File: src/rtl/jam_cost_server.sv
// Cost-table responder for the JAM solver: streams in an 8x8 worker/job cost table,
// serves registered one-cycle lookups, and captures the solver's final result.
module jam_cost_server #(
    parameter int COST_W = 7,
    parameter int RES_W  = 10
) (
    input  logic              CLK,
    input  logic              RST,
    input  logic              load_valid,
    input  logic [COST_W-1:0] load_data,
    output logic              load_ready,
    output logic              table_ready,
    output logic [12:0]       table_sum,
    input  logic [2:0]        W,
    input  logic [2:0]        J,
    output logic [COST_W-1:0] Cost,
    input  logic              Valid,
    input  logic [RES_W-1:0]  MinCost,
    input  logic [3:0]        MatchCount,
    output logic              done,
    output logic [RES_W-1:0]  res_mincost,
    output logic [3:0]        res_matchcount,
    input  logic              restart
);

    typedef enum logic [1:0] {LOAD, SERVE, DONE} state_t;

    state_t              state_q, state_d;
    logic [5:0]          load_addr_q, load_addr_d;
    logic [12:0]         table_sum_q, table_sum_d;
    logic [COST_W-1:0]   cost_q, cost_d;
    logic                done_q, done_d;
    logic [RES_W-1:0]    res_mincost_q, res_mincost_d;
    logic [3:0]          res_matchcount_q, res_matchcount_d;
    logic                mem_we;

    logic [COST_W-1:0]   mem [64];

    always_comb begin
        state_d          = state_q;
        load_addr_d      = load_addr_q;
        table_sum_d      = table_sum_q;
        done_d           = done_q;
        res_mincost_d    = res_mincost_q;
        res_matchcount_d = res_matchcount_q;
        mem_we           = 1'b0;
        case (state_q)
            LOAD: begin
                if (load_valid) begin
                    mem_we      = 1'b1;
                    table_sum_d = table_sum_q + 13'(load_data);
                    load_addr_d = load_addr_q + 6'd1;
                    if (load_addr_q == 6'd63) begin
                        state_d = SERVE;
                    end
                end
            end
            SERVE: begin
                if (Valid) begin
                    res_mincost_d    = MinCost;
                    res_matchcount_d = MatchCount;
                    done_d           = 1'b1;
                    state_d          = DONE;
                end
            end
            DONE: begin
                if (restart) begin
                    state_d     = LOAD;
                    load_addr_d = 6'd0;
                    table_sum_d = 13'd0;
                    done_d      = 1'b0;
                end
            end
            default: state_d = LOAD;
        endcase
        // Cost reads zero in any cycle spent in LOAD, including the one right after restart
        cost_d = ((state_q != LOAD) && (state_d != LOAD)) ? mem[{W, J}] : '0;
    end

    always_ff @(posedge CLK) begin
        if (RST) begin
            state_q          <= LOAD;
            load_addr_q      <= 6'd0;
            table_sum_q      <= 13'd0;
            cost_q           <= '0;
            done_q           <= 1'b0;
            res_mincost_q    <= '0;
            res_matchcount_q <= 4'd0;
        end else begin
            state_q          <= state_d;
            load_addr_q      <= load_addr_d;
            table_sum_q      <= table_sum_d;
            cost_q           <= cost_d;
            done_q           <= done_d;
            res_mincost_q    <= res_mincost_d;
            res_matchcount_q <= res_matchcount_d;
        end
    end

    // Table storage is never reset; stale entries survive until overwritten by a reload
    always_ff @(posedge CLK) begin
        if (mem_we) begin
            mem[load_addr_q] <= load_data;
        end
    end

    assign load_ready     = (state_q == LOAD);
    assign table_ready    = (state_q != LOAD);
    assign table_sum      = table_sum_q;
    assign Cost           = cost_q;
    assign done           = done_q;
    assign res_mincost    = res_mincost_q;
    assign res_matchcount = res_matchcount_q;

endmodule

File: config.mk
export PLATFORM = sky130hd
export DESIGN_NAME = jam_cost_server
export DESIGN_NICKNAME = d
export VERILOG_FILES = /design/src/rtl/jam_cost_server.sv
export SDC_FILE = /design/constraint.sdc
export NUM_CORES = 1
export LEC_CHECK = 0
export BUFFER_PORTS_ARGS = -buffer_cell sky130_fd_sc_hd__buf_2
export CAP_MARGIN = 20
export CORE_ASPECT_RATIO = 1.25
export CORE_UTILIZATION = 55
export CTS_CLUSTER_SIZE = 24
export DETAILED_ROUTE_END_ITERATION = 8
export GPL_TIMING_DRIVEN = 0
export PLACE_DENSITY = 0.71
export SYNTH_ARGS = -nofsm -noshare
export SYNTH_HDL_FRONTEND = slang
export SYNTH_SLANG_ARGS = --single-unit
File: constraint.sdc
create_clock -name CLK -period 3 [get_ports CLK]
set_clock_uncertainty 0.1 [all_clocks]
set_input_delay 0 -clock CLK [delete_from_list [all_inputs] [get_ports CLK]]
set_output_delay 0 -clock CLK [all_outputs]
set_load 0.005 [all_outputs]
Word level (Yosys, flattened, before mapping):

Memories as Yosys holds them, arrays and structs flattened. A register that Yosys moved wholly into a read port is not among the register bits.
Cells that the tools add are included.

* add/subtract/negate cells: 2
* equal/unequal tests: 6
* multiplexer cells: 18
* bitwise operators: 1
* reduce and logical (&&, ||, !) cells: 10

Operators with widths (count)
* 2-to-1 mux 13 bit: 2
* case mux 13 bit (2 select lines): 1
* adder 13 x 7 -> 13 bit: 1
* 2-to-1 mux 6 bit: 2
* case mux 6 bit (2 select lines): 1
* 2-to-1 mux 2 bit: 4
* nonzero test 2 bit: 4
* adder 6 x 1 -> 6 bit, second input constant: 1
* == test 6 bit, second input constant: 1
* 2-to-1 mux 1 bit: 6
* inequality test 2 bit, second input constant: 3
* case mux 2 bit (3 select lines): 1
* AND reduction 3 bit: 2
* == test 2 x 1 -> 1 bit, second input constant: 1
* == test 2 bit, second input constant: 1
* zero test 2 bit: 1
* case mux 1 bit (2 select lines): 1
* AND reduction 2 bit: 1
* OR reduction 2 bit: 1
* logical AND 1 bit: 1
* NOT 1 bit: 1

* register bits after elaboration: 36
* RAM bits: 448
* bits of input ports: 32
* output and inout port bits: 37
* logic and storage cells: 44
* memories: 1

Memories
* mem: words 64, width 7, rd ports 1, clocked after memory_dff 1, wr ports 1, RTL line 37 `logic [COST_W-1:0] mem [64];`

Longest topological paths before layout:

Gate-level depths: netlist (run 1).

* depth after elaboration: 8
* mapped depth: 9
* gate-level depth less buffers: 8

Worst setup path before layout (run 1):

Ideal clock, no wire load.

* kind: flip-flop to flip-flop
* start point: register state_q[0]
* end point: register cost_q[2] (netlist: Cost[2]) (read register of mem)
* library setup time: 0.057 ns
* arrival: 2.081 ns
* required time: 2.843 ns
* path slack: 0.762 ns
* cell stages (with the launch flop): 7
* buffers on the path: 1
* period minus slack after synthesis: 2.238 ns
* path through: dfxtp_1 -> buf_4 -> or3b_4 -> a2111oi_0 -> nand3_1 -> nand3_1 -> a211o_2

* word-level cells in the longest chain between the ends: 7
* elaborated cells between the ends (all ways): 13
* those cells by class: 2 x eq/ne; 5 x mux; 1 x bitwise; 5 x reduce/logical

RTL lines
* start, declared: RTL line 28 `state_t state_q, state_d;`
* start signal, assigned: RTL line 90 `state_q <= state_d;`
* 2-to-1 mux 2 bit: RTL line 53 `if (load_addr_q == 6'd63) begin`
* 2-to-1 mux 2 bit: RTL line 49 `if (load_valid) begin`
* case mux 2 bit (3 select lines): RTL line 47 `case (state_q)`
* nonzero test 2 bit: RTL line 77 `cost_d = ((state_q != LOAD) && (state_d != LOAD)) ? mem[{W, J}] : '0;`
* logical AND 1 bit (*): RTL line 77
* NOT 1 bit (no source line) (*)
* OR reduction 2 bit (no source line) (*)
* end, declared: RTL line 31 `logic [COST_W-1:0] cost_q, cost_d;`

Every way passes the cells marked *; elsewhere a longest branch is shown, timed or not.
A chain may end at the register's enable or synchronous reset.

Worst setup path after layout (run 1):

* start point: register state_q[0]
* end point: memory mem[54][0] (enable)

* word-level cells in the longest chain between the ends: 4

RTL lines
* zero test 2 bit: RTL line 47
* 2-to-1 mux 1 bit: RTL line 47
* 2-to-1 mux 1 bit: RTL line 102 `if (mem_we) begin`
* 2-to-1 mux 1 bit (not written as such): RTL line 103 `mem[load_addr_q] <= load_data;`
* end, declared: RTL line 37

Every way passes these cells.

==> results.toml, run 1 <==
[global_routing]
grt_max_degree = 66
grt_antenna_before_repair = 2
grt_overflow = 0
grt_pass1_wl_um = 64600
grt_pass1_vias = 10700
grt_usage_pct = 24.5

[yosys]
yosysTopAreaCell = "edfxtp_1"
synth_edf_count = 448
ys_seq_elements = 491
async_flop_share_pct = 0
synth_cells = 1118
yosys-top-cells-count = "448 x edfxtp_1, 99 x nor2_1, 91 x mux2i_1"
synthTopCellsByArea = "edfxtp_1 69%, mux4_2 8.4%, mux2i_1 4.7%, dfxtp_1 4.4%, nor2_1 1.9%"
synth_warnings = 0
syn_area_per_cell_um2 = 17.5
synth_ff_type = "edfxtp_1"
syn_area_mm2 = 0.0195
synth_most_common_cell = "edfxtp_1"
syn_nets = 1159
ys_types = 58
ys_seq_area_share_pct = 73.4
yosys.area.top_type_share_pct = 68.9

[sta]
whs_ps = 83.5
rsz0062_at_grt = "yes"
hold_viol = 0
worst_slack_ps = -27.9
min_period_ps = 3030
finalSetupViolCount = 20
max_freq_mhz = 330
drv_slew = 0
worst_pin_slew_ps = 999
finalCritPeriodShare_pct = 101
relSlewSlack_pct = 33.4

[routing]
drcViolationCount = 0
drt_wl_total_um = 43200
vias = 10800
avgRoutedWirePerCell_um = 24.2
firstDrtPassIters = 5
postRouteAntennaNets = 0
drtIter0Drc = 1245
detail_route.vias_per_cell = 6.08

[power]
clkPwrFrac_pct = 40.5
p_leak_nw = 7.55
p_int_mw = 11.1
swShare_pct = 20.6
power.density_mw_per_mm2 = 619
p_comb_share_pct = 5.4
sequentialPowerShare_pct = 54.0
p_sw_mw = 2.86
peakVddDrop_mv = 0.425
power.total_mw = 13.9

[clock_tree]
insertion_delay_ps = 550
clockBufferDepth = 3
root_buffer = "clkbuf_16"
cts_tree = "done"
cts_buffers = 46
cts.sinks = 491
htreeDepth = 2
clk_pin_slew_ps = 60

[run]
max_cap_viol_count = 0

[worst_setup_path]
setup.worst_path.end_class = "flop"
cp.required_ps = 3090
critPathMaxFanout = 10
start_kind = "flop"
cp.arrival_ps = 3110
critPathKind = "flop to flop"
reg2regPathDepth = 6
r2r-start = "state_q[0]"
reg2reg_to = "mem[54][0]"
r2r_setup_slack_ps = -30

[floorplan]
die_y_um = 213
die_x_um = 170
coreArea_mm2 = 0.0347
die-area_mm2 = 0.0362
rows = 76
io_pins = 69
floorplan.initialDensity_pct = 56.2

[placed_design]
globalplace.congestion = 0.913
hpwlAfterDp_um = 28200
port_buffers = 64

[finish]
seqCellArea_mm2 = 0.0143
fill_cells = 2405
nets = 1321
drive_gt1_share_pct = 20.9
syn2layout_area_growth_pct = 15.4
multi_input_area_mm2 = 0.00498

[status]
failed_checks = "setup timing"
outcome = "finished, violations left"

[hold_path]
min_path_type = "input pin to flop"
hold_path_startpoint = "W[2]"
hold_end = "Cost[2]"
whs_path_depth = 4
-- metrics by stage --
step	std cells	util, %	setup TNS (ps)	instance area, um^2	worst slack [ps]
5_1_grt	1782	64.8	-7940	22500	-197
6_report	1783	64.8	-256	22500	-27.9
3_3_place_gp	1650	58.8	-3800	20400	-601
3_5_place_dp	1654	59.0	-2670	20500	-287
4_1_cts	1770	64.2	-1570	22300	-66.4
2_1_floorplan	1118	-	0	19500	762
-- area by class of cell --
class	instances	share of cell area, %
Clock inverter	19	0.739
Tap cell	468	2.60
Clock buffer	63	5.73
Sequential cell	491	63.6
Timing Repair Buffer	114	3.94
Buffer	58	1.09
Multi-Input combinational cell	560	22.1
Inverter	9	0.150
Antenna cell	1	0.0111
-- cells by family (layout without fill, tap and decap cells) --
family | after synthesis | in the layout | share of synthesized area, %
other cells | 0 | 1 | 0
xor+xnor | 8 | 8 | 0.359
simple gates | 230 | 230 | 5.53
compound gates | 134 | 134 | 4.74
buf+inv | 67 | 263 | 1.43
fa+ha+maj | 9 | 9 | 0.616
flops | 491 | 491 | 73.4
mux | 179 | 179 | 14.0
-- worst max-delay path, cell delays in order (launching register included) --
cell	delay [ps]
dfxtp_1	300
buf_4	160
nor2_1	200
and2_1	190
clkbuf_1	420
nand3_1	560
nor2_1	740
-- worst max-delay path by stage --
stage               start    endpoint  slack, ps  cells past startpoint
2_1_floorplan  state_q[0]     Cost[2]        760                      6
5_1_grt        state_q[0]  mem[30][4]       -200                      6
6_report       state_q[0]  mem[54][0]        -30                      6
3_5_place_dp         J[2]     Cost[5]       -290                      8
4_1_cts        state_q[0]   mem[7][0]        -70                      6
3_3_place_gp   state_q[0]     Cost[1]       -600                      6
-- power groups by stage --
stage | clock network (mW) | logic (mW) | registers [mW]
2_1_floorplan | 0 | 0.418 | 7.66
3_3_place_gp | 0 | 0.681 | 7.67
3_5_place_dp | 0 | 0.704 | 7.67
4_1_cts | 5.70 | 0.732 | 7.52
5_1_grt | 5.93 | 0.815 | 7.52
6_report | 5.64 | 0.756 | 7.52
-- sequential cells by signal, indices dropped and copies added (netlist names) --
name / flops
res_mincost: 10
load_addr_q: 6
done: 1
Cost: 7
res_matchcount: 4
table_sum: 13
state_q: 2
mem: 448
-- placed cells by master, fill, tap and decap left out, types with 3 or more instances in the layout --
cell,netlist,layout
nor2_1,99,75
nor3_1,6,6
mux2_2,15,15
nor3b_1,6,6
inv_1,8,8
xor2_1,7,7
mux2i_1,91,91
o21ai_0,19,19
clkinv_2,0,6
clkinv_1,0,8
o2111ai_1,5,5
buf_12,0,7
o311ai_0,4,4
bufinv_16,0,3
edfxtp_1,448,448
nand4_1,4,4
dlygate4sd3_1,0,40
dfxtp_1,43,43
clkbuf_16,0,49
o22ai_1,14,14
or3_1,7,7
a22oi_1,46,46
nor2b_1,10,10
buf_2,19,83
nor4_1,3,3
nand2b_1,7,7
clkbuf_1,29,42
a21o_1,3,3
buf_1,9,9
a21oi_1,21,20
mux4_2,73,73
nand2_1,43,43
nand3_1,27,27
nand3b_1,3,3
nor2_2,0,24
ha_1,8,8
a211oi_1,7,7
-- per-layer routing --
layer	vias to the layer above	routed length (um)	track usage, %
met3	95	3070	4.00
li1	4787	-	-
met1	5464	16700	32.3
met2	491	21700	41.2
met5	-	13	0
met4	2	1670	9.32
-- timing repair --
action,4_1_cts,5_1_grt
endpoints found under the hold margin,80,161
buffers inserted,0,1
pin swaps,0,1
hold buffers,34,6
setup endpoints to repair,35,179
resized for setup,2,24
Power figures use the tool's default switching activity.
==> inputs of run 2 (changes only) <==
--- a/config.mk
+++ b/config.mk
@@ -13,6 +13,7 @@
 export DETAILED_ROUTE_END_ITERATION = 8
 export GPL_TIMING_DRIVEN = 0
 export PLACE_DENSITY = 0.71
+export SKIP_CTS_REPAIR_TIMING = 1
 export SYNTH_ARGS = -nofsm -noshare
 export SYNTH_HDL_FRONTEND = slang
 export SYNTH_SLANG_ARGS = --single-unit
==> run 2 against run 1 <==
Net effect: the flow still finishes with violations (setup timing); combinational power barely moved; first-iteration DRC count decreased by 10%; non-clock buffer count down 1; via count fell by 0.20%; core utilization about the same; worst setup slack worse by 40 ps; flip-flop and latch count did not move; sequential share of layout area about the same; die area did not move; register-to-register slack lost 40 ps; cell count about the same; critical path depth stayed put.
==> results.toml, run 2 (synthesized netlist as in run 1, its figures left out) <==
[placed_design]
globalplace.congestion = 0.913
port_buffers = 64
place_ws_ps = -287
hpwlAfterDp_um = 28200

[clock_tree]
root_buffer = "clkbuf_16"
cts_buffers = 46
cts.sinks = 491
cts_tree = "done"
insertion_delay_ps = 550
clockBufferDepth = 3
htreeDepth = 2
clk_pin_slew_ps = 60

[power]
power.total_mw = 13.9
p_sw_mw = 2.87
swShare_pct = 20.6
clkPwrFrac_pct = 40.6
p_leak_nw = 7.55
peakVddDrop_mv = 0.419
p_comb_share_pct = 5.4
sequentialPowerShare_pct = 54.0
power.density_mw_per_mm2 = 619
p_int_mw = 11.1

[floorplan]
floorplan.initialDensity_pct = 56.2
die_y_um = 213
rows = 76
io_pins = 69
coreArea_mm2 = 0.0347
die_x_um = 170
die-area_mm2 = 0.0362

[routing]
firstDrtPassIters = 6
drtIter0Drc = 1119
drcViolationCount = 0
drt_wl_total_um = 43100
vias = 10800
avgRoutedWirePerCell_um = 24.2
detail_route.vias_per_cell = 6.07
postRouteAntennaNets = 0

[finish]
largest_register = "mem"
final_common_cell = "edfxtp_1"
syn2layout_area_growth_pct = 15.4
nets = 1320
largest_register_ffs = 448
fill_cells = 2403
drive_gt1_share_pct = 21.2
layout_common_cells = "448 x edfxtp_1, 91 x mux2i_1, 84 x buf_2, 73 x mux4_2, 72 x nor2_1"

[worst_setup_path]
cp.required_ps = 3080
r2r_setup_slack_ps = -70
critPathMaxFanout = 10
r2r-start = "state_q[0]"
setup.worst_path.end_class = "flop"
endpoint = "mem[54][0]"
crit_start = "state_q[0]"
critPathKind = "flop to flop"
reg2reg_to = "mem[54][0]"
start_kind = "flop"
reg2regPathDepth = 6
cp.arrival_ps = 3150

[sta]
worst_pin_slew_ps = 996
finalCritPeriodShare_pct = 102
min_period_ps = 3070
max_freq_mhz = 326
relSlewSlack_pct = 33.6
rsz0062_at_grt = "yes"
whs_ps = 71.3
drv_slew = 0
hold_viol = 0
worst_slack_ps = -67.4
finalSetupViolCount = 21

[global_routing]
grt_pass1_vias = 10500
grt_usage_pct = 24.2
grt_overflow = 0
grt_pass1_wl_um = 63700
grt_antenna_before_repair = 2
grt_max_degree = 66

[hold_path]
min_path_type = "input pin to flop"

[status]
failed_checks = "setup timing"
outcome = "finished, violations left"

[run]
max_cap_viol_count = 0
-- run 2: worst min path at each step --
stage / depth (start not counted) / slack, ps / start / to
global placement: 3 / 140 / MinCost[6] / res_mincost[6]
global route: 4 / 60 / W[2] / Cost[2]
CTS: 3 / -420 / MatchCount[1] / res_matchcount[1]
floorplan: 0 / -1 / load_data[0] / mem[0][0]
finish: 5 / 70 / J[1] / Cost[3]
detailed placement: 3 / 150 / MinCost[6] / res_mincost[6]
-- run 2: layer usage --
layer | part of all wire (%) | track usage (%) | vias to the layer above
met5 | 0.030 | 0 | -
met4 | 3.8 | 9.32 | 2
met3 | 7.1 | 4.02 | 96
met2 | 50 | 40.5 | 487
met1 | 39 | 31.9 | 5441
li1 | - | - | 4791
-- run 2: metrics by stage --
stage | setup TNS (ps) | util, % | instances | cell area [um^2]
floorplan | 0 | - | 1118 | 19500
global placement | -3800 | 58.8 | 1650 | 20400
detailed placement | -2670 | 59.0 | 1654 | 20500
CTS | -1700 | 63.2 | 1736 | 21900
global route | -5810 | 64.8 | 1781 | 22500
finish | -719 | 64.8 | 1782 | 22500
-- run 2: power groups by stage --
stage / clock network [mW] / registers [mW] / logic [mW]
floorplan: 0 / 7.66 / 0.418
global placement: 0 / 7.67 / 0.681
detailed placement: 0 / 7.67 / 0.704
CTS: 5.70 / 7.52 / 0.708
global route: 5.93 / 7.52 / 0.816
finish: 5.65 / 7.52 / 0.756
-- run 2: final cells by class --
cell class	count	area (um^2)	share of cell area [%]
repair buffers	113	883	3.92
plain buffers	58	245	1.09
multi-input cells	560	4990	22.2
inverters	9	33.8	0.150
clock buffers	63	1290	5.73
flip-flops and latches	491	14300	63.6
well taps	468	586	2.60
clock inverters	19	166	0.739
diodes	1	2.50	0.0111
-- run 2: worst max-delay path: stages (launching register included) --
cell      delay (ps)
dfxtp_1          300
buf_4            160
nor2_1           200
and2_1           190
clkbuf_1         400
nand3_1          590
nor2_1           770
==> inputs of run 3 (changes only) <==
--- a/config.mk
+++ b/config.mk
@@ -7,8 +7,8 @@
 export LEC_CHECK = 0
 export BUFFER_PORTS_ARGS = -buffer_cell sky130_fd_sc_hd__buf_2
 export CAP_MARGIN = 20
-export CORE_ASPECT_RATIO = 1.25
 export CORE_UTILIZATION = 55
+export CTS_BUF_LIST = sky130_fd_sc_hd__clkbuf_4 sky130_fd_sc_hd__clkbuf_8 sky130_fd_sc_hd__clkbuf_16
 export CTS_CLUSTER_SIZE = 24
 export DETAILED_ROUTE_END_ITERATION = 8
 export GPL_TIMING_DRIVEN = 0
==> run 3 against run 2 <==
Net effect: the flow now finishes without violations; via count shrank 1.1%; total power grew 0.84%; first-iteration DRC count grew 6.4%; sequential share of layout area grew 0.053 points; global-route usage is essentially flat; core utilization shrank 0.063 points; worst setup slack gained 170 ps; design area is essentially flat; non-clock buffer count shrank 6; cell count shrank 0.84%; sequential power is essentially flat; critical endpoint is now mem[13][4].
==> results.toml, run 3 (synthesized netlist as in run 1, its figures left out) <==
[status]
outcome = "finished clean"

[routing]
top_layer_used = "met4"
drt_wl_total_um = 43100
postRouteAntennaNets = 0
vias = 10700
avgRoutedWirePerCell_um = 24.4
wl_met1_um = 18000
routed-wl-met3_um = 3320
wl_met2_um = 20500
detail_route.vias_per_cell = 6.06
drcViolationCount = 0
drtIter0Drc = 1191
firstDrtPassIters = 5

[clock_tree]
insertion_delay_ps = 550
root_buffer = "clkbuf_16"
clk_pin_slew_ps = 60
clockBufferDepth = 3
cts_tree = "done"
htreeDepth = 2
cts.sinks = 491
cts_buffers = 48

[power]
peakVddDrop_mv = 0.392
p_leak_nw = 7.56
power.density_mw_per_mm2 = 624

[global_routing]
grt_pass1_vias = 10400
grt_antenna_before_repair = 1
grt_usage_pct = 24.2
grt_max_degree = 67
grt_overflow = 0
grt_pass1_wl_um = 64100

[finish]
drive_gt1_share_pct = 22.3
largest_register = "mem"
layout_common_cells = "448 x edfxtp_1, 91 x mux2i_1, 84 x buf_2, 73 x mux4_2, 69 x nor2_1"
syn2layout_area_growth_pct = 15.3
final_area_mm2 = 0.0225
largest_register_ffs = 448
final_common_cell = "edfxtp_1"
nets = 1316
fin_util_pct = 64.8

[worst_setup_path]
setup.worst_path.end_class = "flop"
critPathKind = "flop to flop"
cp.arrival_ps = 2990
start_kind = "flop"
cp.required_ps = 3080
critPathMaxFanout = 10

[floorplan]
coreArea_mm2 = 0.0347
die-area_mm2 = 0.0362
die_y_um = 190
io_pins = 69
floorplan.initialDensity_pct = 56.2
die_x_um = 190
rows = 68

[run]
max_cap_viol_count = 0

[sta]
hold_viol = 0
relSlewSlack_pct = 29.9
whs_ps = 33.2
finalCritPeriodShare_pct = 96.7
min_period_ps = 2900
drv_slew = 0
rsz0062_at_grt = "yes"
worst_pin_slew_ps = 1050
max_freq_mhz = 345
finalSetupViolCount = 0

[placed_design]
globalplace.congestion = 0.850
port_buffers = 64
hpwlAfterDp_um = 27900
place_area_mm2 = 0.0205

[hold_path]
min_path_type = "input pin to flop"
-- run 3: cell count changes in the layout (fill, tap and decap cells not counted), sizes merged --
cell / change
clkinv: +7
dlygate4sd3: -4
clkbuf: -2
clkdlybuf4s18: -1
inv: -1
buf: -1
-- run 3: report_power, final --
part | switching (mW) | internal (mW)
registers | 0.0288 | 7.49
logic | 0.448 | 0.301
clock network | 2.43 | 3.34
total | 2.91 | 11.1
-- run 3: final cells by class --
| class | count | area, um^2 |
|---|---|---|
| Timing Repair Buffer | 107 | 813 |
| Multi-Input combinational cell | 560 | 5010 |
| Antenna cell | 1 | 2.50 |
| Clock inverter | 25 | 184 |
| Tap cell | 455 | 569 |
| Buffer | 58 | 245 |
| Fill cell | 2418 | 12200 |
| Sequential cell | 491 | 14300 |
| Clock buffer | 61 | 1320 |
| Inverter | 9 | 33.8 |
-- run 3: worst max-delay path, stage by stage (launching register included) --
cell,delay (ps)
dfxtp_1,300
buf_4,160
nor2_1,200
and2_1,200
clkbuf_1,400
nand3_1,500
nor2_1,680
-- run 3: metrics by stage --
step / setup slack [ps] / instances / power (mW) / TNS, ps
after floorplan: 762 / 1118 / 8.08 / 0
after global placement: -758 / 1637 / 8.34 / -6810
after detailed placement: -220 / 1640 / 8.37 / -4530
after CTS: -167 / 1726 / 14.0 / -4850
after global routing: -164 / 1766 / 14.4 / -8860
final: 99.0 / 1767 / 14.0 / 0
-- run 3: final timing paths --
check                 startpoint        endpoint  slack (ps)  depth (start not counted)
setup / recovery      state_q[0]      mem[13][4]         100                          6
hold / removal               RST    table_sum[6]          30                          4
setup reg to reg      state_q[0]      mem[13][4]         100                          6
hold reg to reg   res_mincost[7]  res_mincost[7]         370                          2
-- run 3: routing by layer --
metal / vias up / global-route usage [%]
li1: 4782 / -
met1: 5399 / 34.2
met2: 446 / 38.0
met3: 74 / 4.75
met4: 0 / 8.34
met5: - / 0
